[src/rtl/game_pkg.sv]
// Shared encodings and defaults for the fighting-game match logic; also
// consumed by the render and HEX display blocks.
package game_pkg;

  typedef enum logic [1:0] {
    PH_FIGHT      = 2'b00,
    PH_KO_PAUSE   = 2'b01,
    PH_MATCH_OVER = 2'b10
  } phase_t;

  typedef enum logic [1:0] {
    WIN_NONE = 2'b00,
    WIN_P1   = 2'b01,
    WIN_P2   = 2'b10
  } winner_t;

  localparam int DEF_HEALTH_W     = 3;
  localparam int DEF_MAX_HEALTH   = 5;
  localparam int DEF_DAMAGE       = 1;
  localparam int DEF_INVULN_TICKS = 8;
  localparam int DEF_PAUSE_TICKS  = 60;
  localparam int DEF_ROUNDS_WIN   = 2;
  localparam int DEF_ROUND_W      = 2;

  function automatic winner_t winner_of(input logic p1_won);
    if (p1_won) begin
      return WIN_P1;
    end else begin
      return WIN_P2;
    end
  endfunction

endpackage

[src/rtl/player_vitals.sv]
// One player's health and invulnerability window; decides whether an incoming
// strike is accepted and exposes the post-hit health for KO detection.
module player_vitals
  import game_pkg::*;
#(
  parameter int HEALTH_W     = DEF_HEALTH_W,
  parameter int MAX_HEALTH   = DEF_MAX_HEALTH,
  parameter int DAMAGE       = DEF_DAMAGE,
  parameter int INVULN_TICKS = DEF_INVULN_TICKS
) (
  input  logic                clk,
  input  logic                reset,
  input  logic                tick,
  input  logic                hit_lands,
  input  logic                hit_enable,
  input  logic                restore,
  output logic [HEALTH_W-1:0] health,
  output logic [HEALTH_W-1:0] health_next
);

  localparam int INV_W = (INVULN_TICKS > 0) ? $clog2(INVULN_TICKS + 1) : 1;
  localparam logic [HEALTH_W-1:0] MAX_L    = HEALTH_W'(MAX_HEALTH);
  localparam logic [HEALTH_W-1:0] DMG_L    = HEALTH_W'(DAMAGE);
  localparam logic [HEALTH_W-1:0] H_ZERO   = {HEALTH_W{1'b0}};
  localparam logic [INV_W-1:0]    INV_L    = INV_W'(INVULN_TICKS);
  localparam logic [INV_W-1:0]    INV_ZERO = {INV_W{1'b0}};
  localparam logic [INV_W-1:0]    INV_ONE  = INV_W'(1);

  logic [HEALTH_W-1:0] health_r;
  logic [HEALTH_W-1:0] health_next_s;
  logic [INV_W-1:0]    inv_r;
  logic                accept_s;

  // Hit acceptance and saturating damage
  always_comb begin
    accept_s      = 1'b0;
    health_next_s = health_r;
    if (tick && hit_enable && hit_lands && (inv_r == INV_ZERO)) begin
      accept_s = 1'b1;
      if (health_r > DMG_L) begin
        health_next_s = health_r - DMG_L;
      end else begin
        health_next_s = H_ZERO;
      end
    end else begin
      accept_s      = 1'b0;
      health_next_s = health_r;
    end
  end

  // Health and invulnerability state; the window keeps draining in every phase
  always_ff @(posedge clk) begin
    if (reset) begin
      health_r <= MAX_L;
      inv_r    <= INV_ZERO;
    end else if (tick) begin
      if (restore) begin
        health_r <= MAX_L;
        inv_r    <= INV_ZERO;
      end else begin
        health_r <= health_next_s;
        if (accept_s) begin
          inv_r <= INV_L;
        end else if (inv_r != INV_ZERO) begin
          inv_r <= inv_r - INV_ONE;
        end
      end
    end
  end

  assign health      = health_r;
  assign health_next = health_next_s;

endmodule

[src/rtl/match_controller.sv]
// Round/match sequencer: scores KOs, runs the pause between rounds and
// latches the match result.
module match_controller
  import game_pkg::*;
#(
  parameter int HEALTH_W      = DEF_HEALTH_W,
  parameter int MAX_HEALTH    = DEF_MAX_HEALTH,
  parameter int DAMAGE        = DEF_DAMAGE,
  parameter int INVULN_TICKS  = DEF_INVULN_TICKS,
  parameter int PAUSE_TICKS   = DEF_PAUSE_TICKS,
  parameter int ROUNDS_TO_WIN = DEF_ROUNDS_WIN,
  parameter int ROUND_W       = DEF_ROUND_W
) (
  input  logic                clk,
  input  logic                reset,
  input  logic                tick,
  input  logic                hit1_lands,
  input  logic                hit2_lands,
  output logic [HEALTH_W-1:0] health1,
  output logic [HEALTH_W-1:0] health2,
  output logic [ROUND_W-1:0]  rounds1,
  output logic [ROUND_W-1:0]  rounds2,
  output logic [1:0]          phase,
  output logic                round_active,
  output logic                game_over1,
  output logic                game_over2,
  output logic [1:0]          winner
);

  localparam int PAUSE_W = (PAUSE_TICKS > 0) ? $clog2(PAUSE_TICKS + 1) : 1;
  localparam logic [PAUSE_W-1:0]  PAUSE_L    = PAUSE_W'(PAUSE_TICKS);
  localparam logic [PAUSE_W-1:0]  PAUSE_ZERO = {PAUSE_W{1'b0}};
  localparam logic [PAUSE_W-1:0]  PAUSE_ONE  = PAUSE_W'(1);
  localparam logic [ROUND_W-1:0]  RTW_L      = ROUND_W'(ROUNDS_TO_WIN);
  localparam logic [ROUND_W-1:0]  ROUND_ZERO = {ROUND_W{1'b0}};
  localparam logic [ROUND_W-1:0]  ROUND_ONE  = ROUND_W'(1);
  localparam logic [HEALTH_W-1:0] H_ZERO     = {HEALTH_W{1'b0}};

  phase_t              phase_r;
  winner_t             winner_r;
  logic                round_active_r;
  logic                game_over1_r;
  logic                game_over2_r;
  logic [PAUSE_W-1:0]  pause_r;
  logic [ROUND_W-1:0]  rounds1_r;
  logic [ROUND_W-1:0]  rounds2_r;
  logic [HEALTH_W-1:0] p1_next_s;
  logic [HEALTH_W-1:0] p2_next_s;
  logic                fight_s;
  logic                restore_s;
  logic                match_won_s;
  logic                ko1_s;
  logic                ko2_s;

  // Phase decode shared by both vitals blocks and the FSM
  always_comb begin
    fight_s     = (phase_r == PH_FIGHT);
    match_won_s = (rounds1_r == RTW_L) || (rounds2_r == RTW_L);
    ko1_s       = (p1_next_s == H_ZERO);
    ko2_s       = (p2_next_s == H_ZERO);
    restore_s   = 1'b0;
    if ((phase_r == PH_KO_PAUSE) && (pause_r == PAUSE_ZERO) && !match_won_s) begin
      restore_s = 1'b1;
    end else begin
      restore_s = 1'b0;
    end
  end

  // Player 1 takes damage from player 2's strikes and vice versa
  player_vitals #(
    .HEALTH_W(HEALTH_W), .MAX_HEALTH(MAX_HEALTH),
    .DAMAGE(DAMAGE), .INVULN_TICKS(INVULN_TICKS)
  ) u_p1 (
    .clk(clk), .reset(reset), .tick(tick), .hit_lands(hit2_lands),
    .hit_enable(fight_s), .restore(restore_s),
    .health(health1), .health_next(p1_next_s)
  );

  player_vitals #(
    .HEALTH_W(HEALTH_W), .MAX_HEALTH(MAX_HEALTH),
    .DAMAGE(DAMAGE), .INVULN_TICKS(INVULN_TICKS)
  ) u_p2 (
    .clk(clk), .reset(reset), .tick(tick), .hit_lands(hit1_lands),
    .hit_enable(fight_s), .restore(restore_s),
    .health(health2), .health_next(p2_next_s)
  );

  // Round FSM with registered status outputs
  always_ff @(posedge clk) begin
    if (reset) begin
      phase_r        <= PH_FIGHT;
      round_active_r <= 1'b1;
      pause_r        <= PAUSE_ZERO;
      rounds1_r      <= ROUND_ZERO;
      rounds2_r      <= ROUND_ZERO;
      winner_r       <= WIN_NONE;
      game_over1_r   <= 1'b0;
      game_over2_r   <= 1'b0;
    end else if (tick) begin
      case (phase_r)
        PH_FIGHT: begin
          if (ko1_s || ko2_s) begin
            phase_r        <= PH_KO_PAUSE;
            round_active_r <= 1'b0;
            pause_r        <= PAUSE_L;
            // A double KO is a draw and scores nobody
            if (ko2_s && !ko1_s && (rounds1_r < RTW_L)) begin
              rounds1_r <= rounds1_r + ROUND_ONE;
            end
            if (ko1_s && !ko2_s && (rounds2_r < RTW_L)) begin
              rounds2_r <= rounds2_r + ROUND_ONE;
            end
          end
        end
        PH_KO_PAUSE: begin
          if (pause_r != PAUSE_ZERO) begin
            pause_r <= pause_r - PAUSE_ONE;
          end else if (match_won_s) begin
            phase_r      <= PH_MATCH_OVER;
            winner_r     <= winner_of(rounds1_r == RTW_L);
            game_over1_r <= (rounds2_r == RTW_L);
            game_over2_r <= (rounds1_r == RTW_L);
          end else begin
            phase_r        <= PH_FIGHT;
            round_active_r <= 1'b1;
          end
        end
        PH_MATCH_OVER: begin
          phase_r <= PH_MATCH_OVER;
        end
        default: begin
          phase_r        <= PH_FIGHT;
          round_active_r <= 1'b1;
        end
      endcase
    end
  end

  assign rounds1      = rounds1_r;
  assign rounds2      = rounds2_r;
  assign phase        = phase_r;
  assign round_active = round_active_r;
  assign game_over1   = game_over1_r;
  assign game_over2   = game_over2_r;
  assign winner       = winner_r;

endmodule

[config.mk]
export PLATFORM = sky130hd
export DESIGN_NAME = match_controller
export DESIGN_NICKNAME = d
export VERILOG_FILES = /design/src/rtl/game_pkg.sv /design/src/rtl/player_vitals.sv /design/src/rtl/match_controller.sv
export SDC_FILE = /design/constraint.sdc
export NUM_CORES = 1
export LEC_CHECK = 0
export BUFFER_PORTS_ARGS = -buffer_cell sky130_fd_sc_hd__buf_4
export CAP_MARGIN = 10
export CORE_MARGIN = 3
export CORE_UTILIZATION = 40
export DETAILED_ROUTE_END_ITERATION = 6
export HOLD_SLACK_MARGIN = 0.05
export PLACE_DENSITY = 0.6
export SETUP_SLACK_MARGIN = 0.05
export SLEW_MARGIN = 20
export SYNTH_ARGS = -nofsm -noshare
export SYNTH_HDL_FRONTEND = slang
export SYNTH_SLANG_ARGS = --single-unit
[constraint.sdc]
create_clock -name clk -period 4.8 [get_ports clk]
set_input_delay 0 -clock clk [delete_from_list [all_inputs] [get_ports clk]]
set_output_delay 0 -clock clk [all_outputs]
set_load 0.005 [all_outputs]
==> results.json <==
{
  "hold_path.class": "in2reg",
  "clkPwrFrac_pct": 22.6,
  "final.setup_skew_ns": 0.00461,
  "rows": 24,
  "synth-seq-cells": 30,
  "layout_common_cells": "30 x dfxtp_1, 26 x nor2_1, 21 x buf_4, 18 x nand2_1",
  "muxShareOfSynthArea_pct": 2.44,
  "synth.yosys.seq_area_share_pct": 32.5,
  "arrival_ns": 2.30,
  "htreeDepth": 2,
  "setup_tns_ns": 0,
  "synth-edff-count": 0,
  "vias_per_cell": 5.30,
  "min_period_ns": 2.09,
  "clkTransAtPathRegs_ns": 0.07,
  "ys_types": 58,
  "cts_setup_buffers": 0,
  "routed-via-count": 1521,
  "power_density_mw_per_mm2": 433,
  "slew-limit-headroom_pct": 71.4,
  "max_freq_ghz": 0.478,
  "clkLatencyLatePin_ns": 0.27,
  "dieArea_mm2": 0.00547,
  "place_congestion": 0.862,
  "synthArstFlopShare_pct": 0,
  "synth_top_family_by_area": "simple AND/OR/NAND/NOR gates",
  "hold_viol": 0,
  "grt_overflow": 0,
  "grt_setup_unrepaired": "no",
  "cap_violations": 0,
  "synthFlopType": "dfxtp_1",
  "drtIter0Drc": 87,
  "intPower_uw": 588,
  "cts.path.max_buffers": 2,
  "dp_slack_ns": 2.73,
  "grt_max_degree": 34,
  "port_buffers": 21,
  "synth_compound_area_share_pct": 18.3,
  "worstMarginPinSlew_ns": 0.430,
  "dp_hpwl_um": 2660,
  "ys_warn_count": 0,
  "syn_nets": 230,
  "layout_commonest_cell": "dfxtp_1",
  "synth_xor_area_share_pct": 3.32,
  "cts_resized": 0,
  "initial_core_util_pct": 41.9,
  "pwr-share-comb_pct": 40.7,
  "switchingPower_uw": 330,
  "antenna_cells": 0,
  "setup_viol": 0,
  "cts_hold_buf": 0,
  "multi_input_area_mm2": 0.00115,
  "ir_worst_vdd_mv": 0.151,
  "drt_wl_total_um": 3820,
  "num_io_pins": 22,
  "cts_buffers": 5,
  "cts_root_buffer": "clkbuf_8",
  "syn_to_final_growth_pct": 14.8,
  "worstPathRequired_ns": 5.01,
  "start_kind": "flop",
  "crit_type": "reg2reg",
  "antenna_found_initial": 0,
  "nFillCells": 434,
  "drv_slew": 0,
  "p_total_uw": 918,
  "critPathMaxFanout": 5,
  "min_period_over_period_pct": 43.6,
  "end_kind": "flop",
  "fp.dieW_um": 74.0,
  "status": "complete, no violations",
  "grt_pass1_wl_um": 6650,
  "coreArea_mm2": 0.00441,
  "clock_sinks": 30,
  "synth_cells": 214,
  "cts_tree": "built",
  "synth-simple-area-share_pct": 30.7,
  "grt_pass1_vias": 1435,
  "avgSynthCellArea_um2": 8.64,
  "power_leakage_uw": 0.000869,
  "ant_nets": 0,
  "firstDrtPassIters": 4,
  "nNetsFinal": 250,
  "worst_slack_ns": 2.71,
  "syn-cell-area_mm2": 0.00185,
  "regArea_um2": 601,
  "drc_errors": 0,
  "track_usage_pct": 15.4,
  "p_seq_share_pct": 36.7,
  "synth_fa_ha_area_share_pct": 7.45,
  "drive_gt1_share_pct": 21.7,
  "routedWlPerCell_um": 13.3,
  "die_y_um": 74.0,
  "p_sw_share_pct": 35.9
}
-- cell usage after synthesis, types with 2 or more instances --
| library cell | count | area share, % |
|---|---|---|
| o21ai_0 | 8 | 2.2 |
| nor2b_1 | 3 | 1.0 |
| dfxtp_1 | 30 | 32 |
| inv_1 | 15 | 3.0 |
| or3_1 | 3 | 1.0 |
| a211o_1 | 2 | 0.95 |
| o22ai_1 | 2 | 0.68 |
| xnor2_1 | 6 | 2.8 |
| mux2i_1 | 3 | 1.6 |
| o21ai_2 | 3 | 1.4 |
| a221o_1 | 3 | 1.6 |
| and4bb_2 | 2 | 1.4 |
| nor4b_4 | 2 | 2.6 |
| a21oi_1 | 15 | 4.1 |
| nand2b_1 | 6 | 2.0 |
| nand2_1 | 18 | 3.7 |
| nand3_1 | 5 | 1.4 |
| clkbuf_1 | 5 | 1.0 |
| nor4b_1 | 2 | 0.95 |
| nor2_1 | 26 | 5.3 |
| ha_1 | 11 | 7.4 |
| nor3_1 | 2 | 0.54 |
| a21o_1 | 2 | 0.81 |
| nand3b_1 | 3 | 1.2 |
| nand3_2 | 2 | 1.1 |
| o21ba_2 | 2 | 1.1 |
| nand4_1 | 2 | 0.68 |
-- per-layer routing --
metal / GRT usage [%] / routed length (µm) / up-vias
met1: 20.6 / 1980 / 696
met5: 0 / 0 / -
met2: 24.0 / 1660 / 25
met3: 3.92 / 139 / 5
met4: 5.43 / 44 / 0
li1: - / - / 795
-- registers in the layout (all words and copies together), names as in the netlist --
name          count
rounds2           2
rounds1           2
u_p2.health       3
pause_r           6
u_p2.inv_r        4
winner            2
phase             2
u_p1.health       3
round_active      1
game_over1        1
u_p1.inv_r        4
-- path summary, 6_finish.rpt --
kind / to / depth (start not counted) / slack, ns / start
setup / recovery: pause_r[5]$_SDFFE_PP0P_ / 8 / 2.71 / u_p1.inv_r[0]$_SDFFE_PP0P_
hold / removal: u_p1.inv_r[3]$_SDFFE_PP0P_ / 2 / 0.11 / tick
setup reg to reg: pause_r[5]$_SDFFE_PP0P_ / 8 / 2.71 / u_p1.inv_r[0]$_SDFFE_PP0P_
hold reg to reg: round_active$_SDFFE_PP1P_ / 1 / 0.47 / round_active$_SDFFE_PP1P_
-- worst max-delay path, cell delays in order, from the launching register on --
cell and delay, ns:
dfxtp_1 0.32, inv_1 0.11, ha_1 0.21, or3b_1 0.41, o32ai_1 0.17, nand2_1 0.25
a21o_1 0.24, or2_4 0.26, o21ai_2 0.06
-- cell families (layout without fill, tap and decap cells) --
| kind of cell | count (synthesis) | after routing |
|---|---|---|
| compound gates | 49 | 49 |
| xor+xnor | 7 | 7 |
| fa+ha+maj | 11 | 11 |
| buf+inv | 23 | 44 |
| flops | 30 | 30 |
| mux | 4 | 4 |
| simple gates | 90 | 90 |
-- power groups by stage --
| stage | logic, µW | clock network [µW] | registers, µW |
|---|---|---|---|
| after floorplan | 305 | 0 | 332 |
| after global placement | 372 | 0 | 342 |
| after detailed placement | 370 | 0 | 342 |
| after CTS | 374 | 219 | 337 |
| after global routing | 436 | 227 | 345 |
| final | 374 | 207 | 337 |
-- through the flow --
step | cell area (µm²) | util (%) | hold slack [ns] | instances
2_1_floorplan | 1850 | - | 0.184 | 214
3_3_place_gp | 2030 | 46.0 | 0.395 | 279
3_5_place_dp | 2030 | 46.0 | 0.395 | 279
4_1_cts | 2120 | 48.0 | 0.0993 | 287
5_1_grt | 2120 | 48.0 | 0.125 | 287
6_report | 2120 | 48.0 | 0.113 | 287
-- layout make-up --
cell class / count / share of cell area, %
Clock buffer: 7 / 4.07
Clock inverter: 1 / 0.236
Inverter: 15 / 2.65
Multi-Input combinational cell: 161 / 54.2
Sequential cell: 30 / 28.3
Tap cell: 52 / 3.07
Timing Repair Buffer: 21 / 7.43
Note: power is estimated with default switching activity, not from simulation.
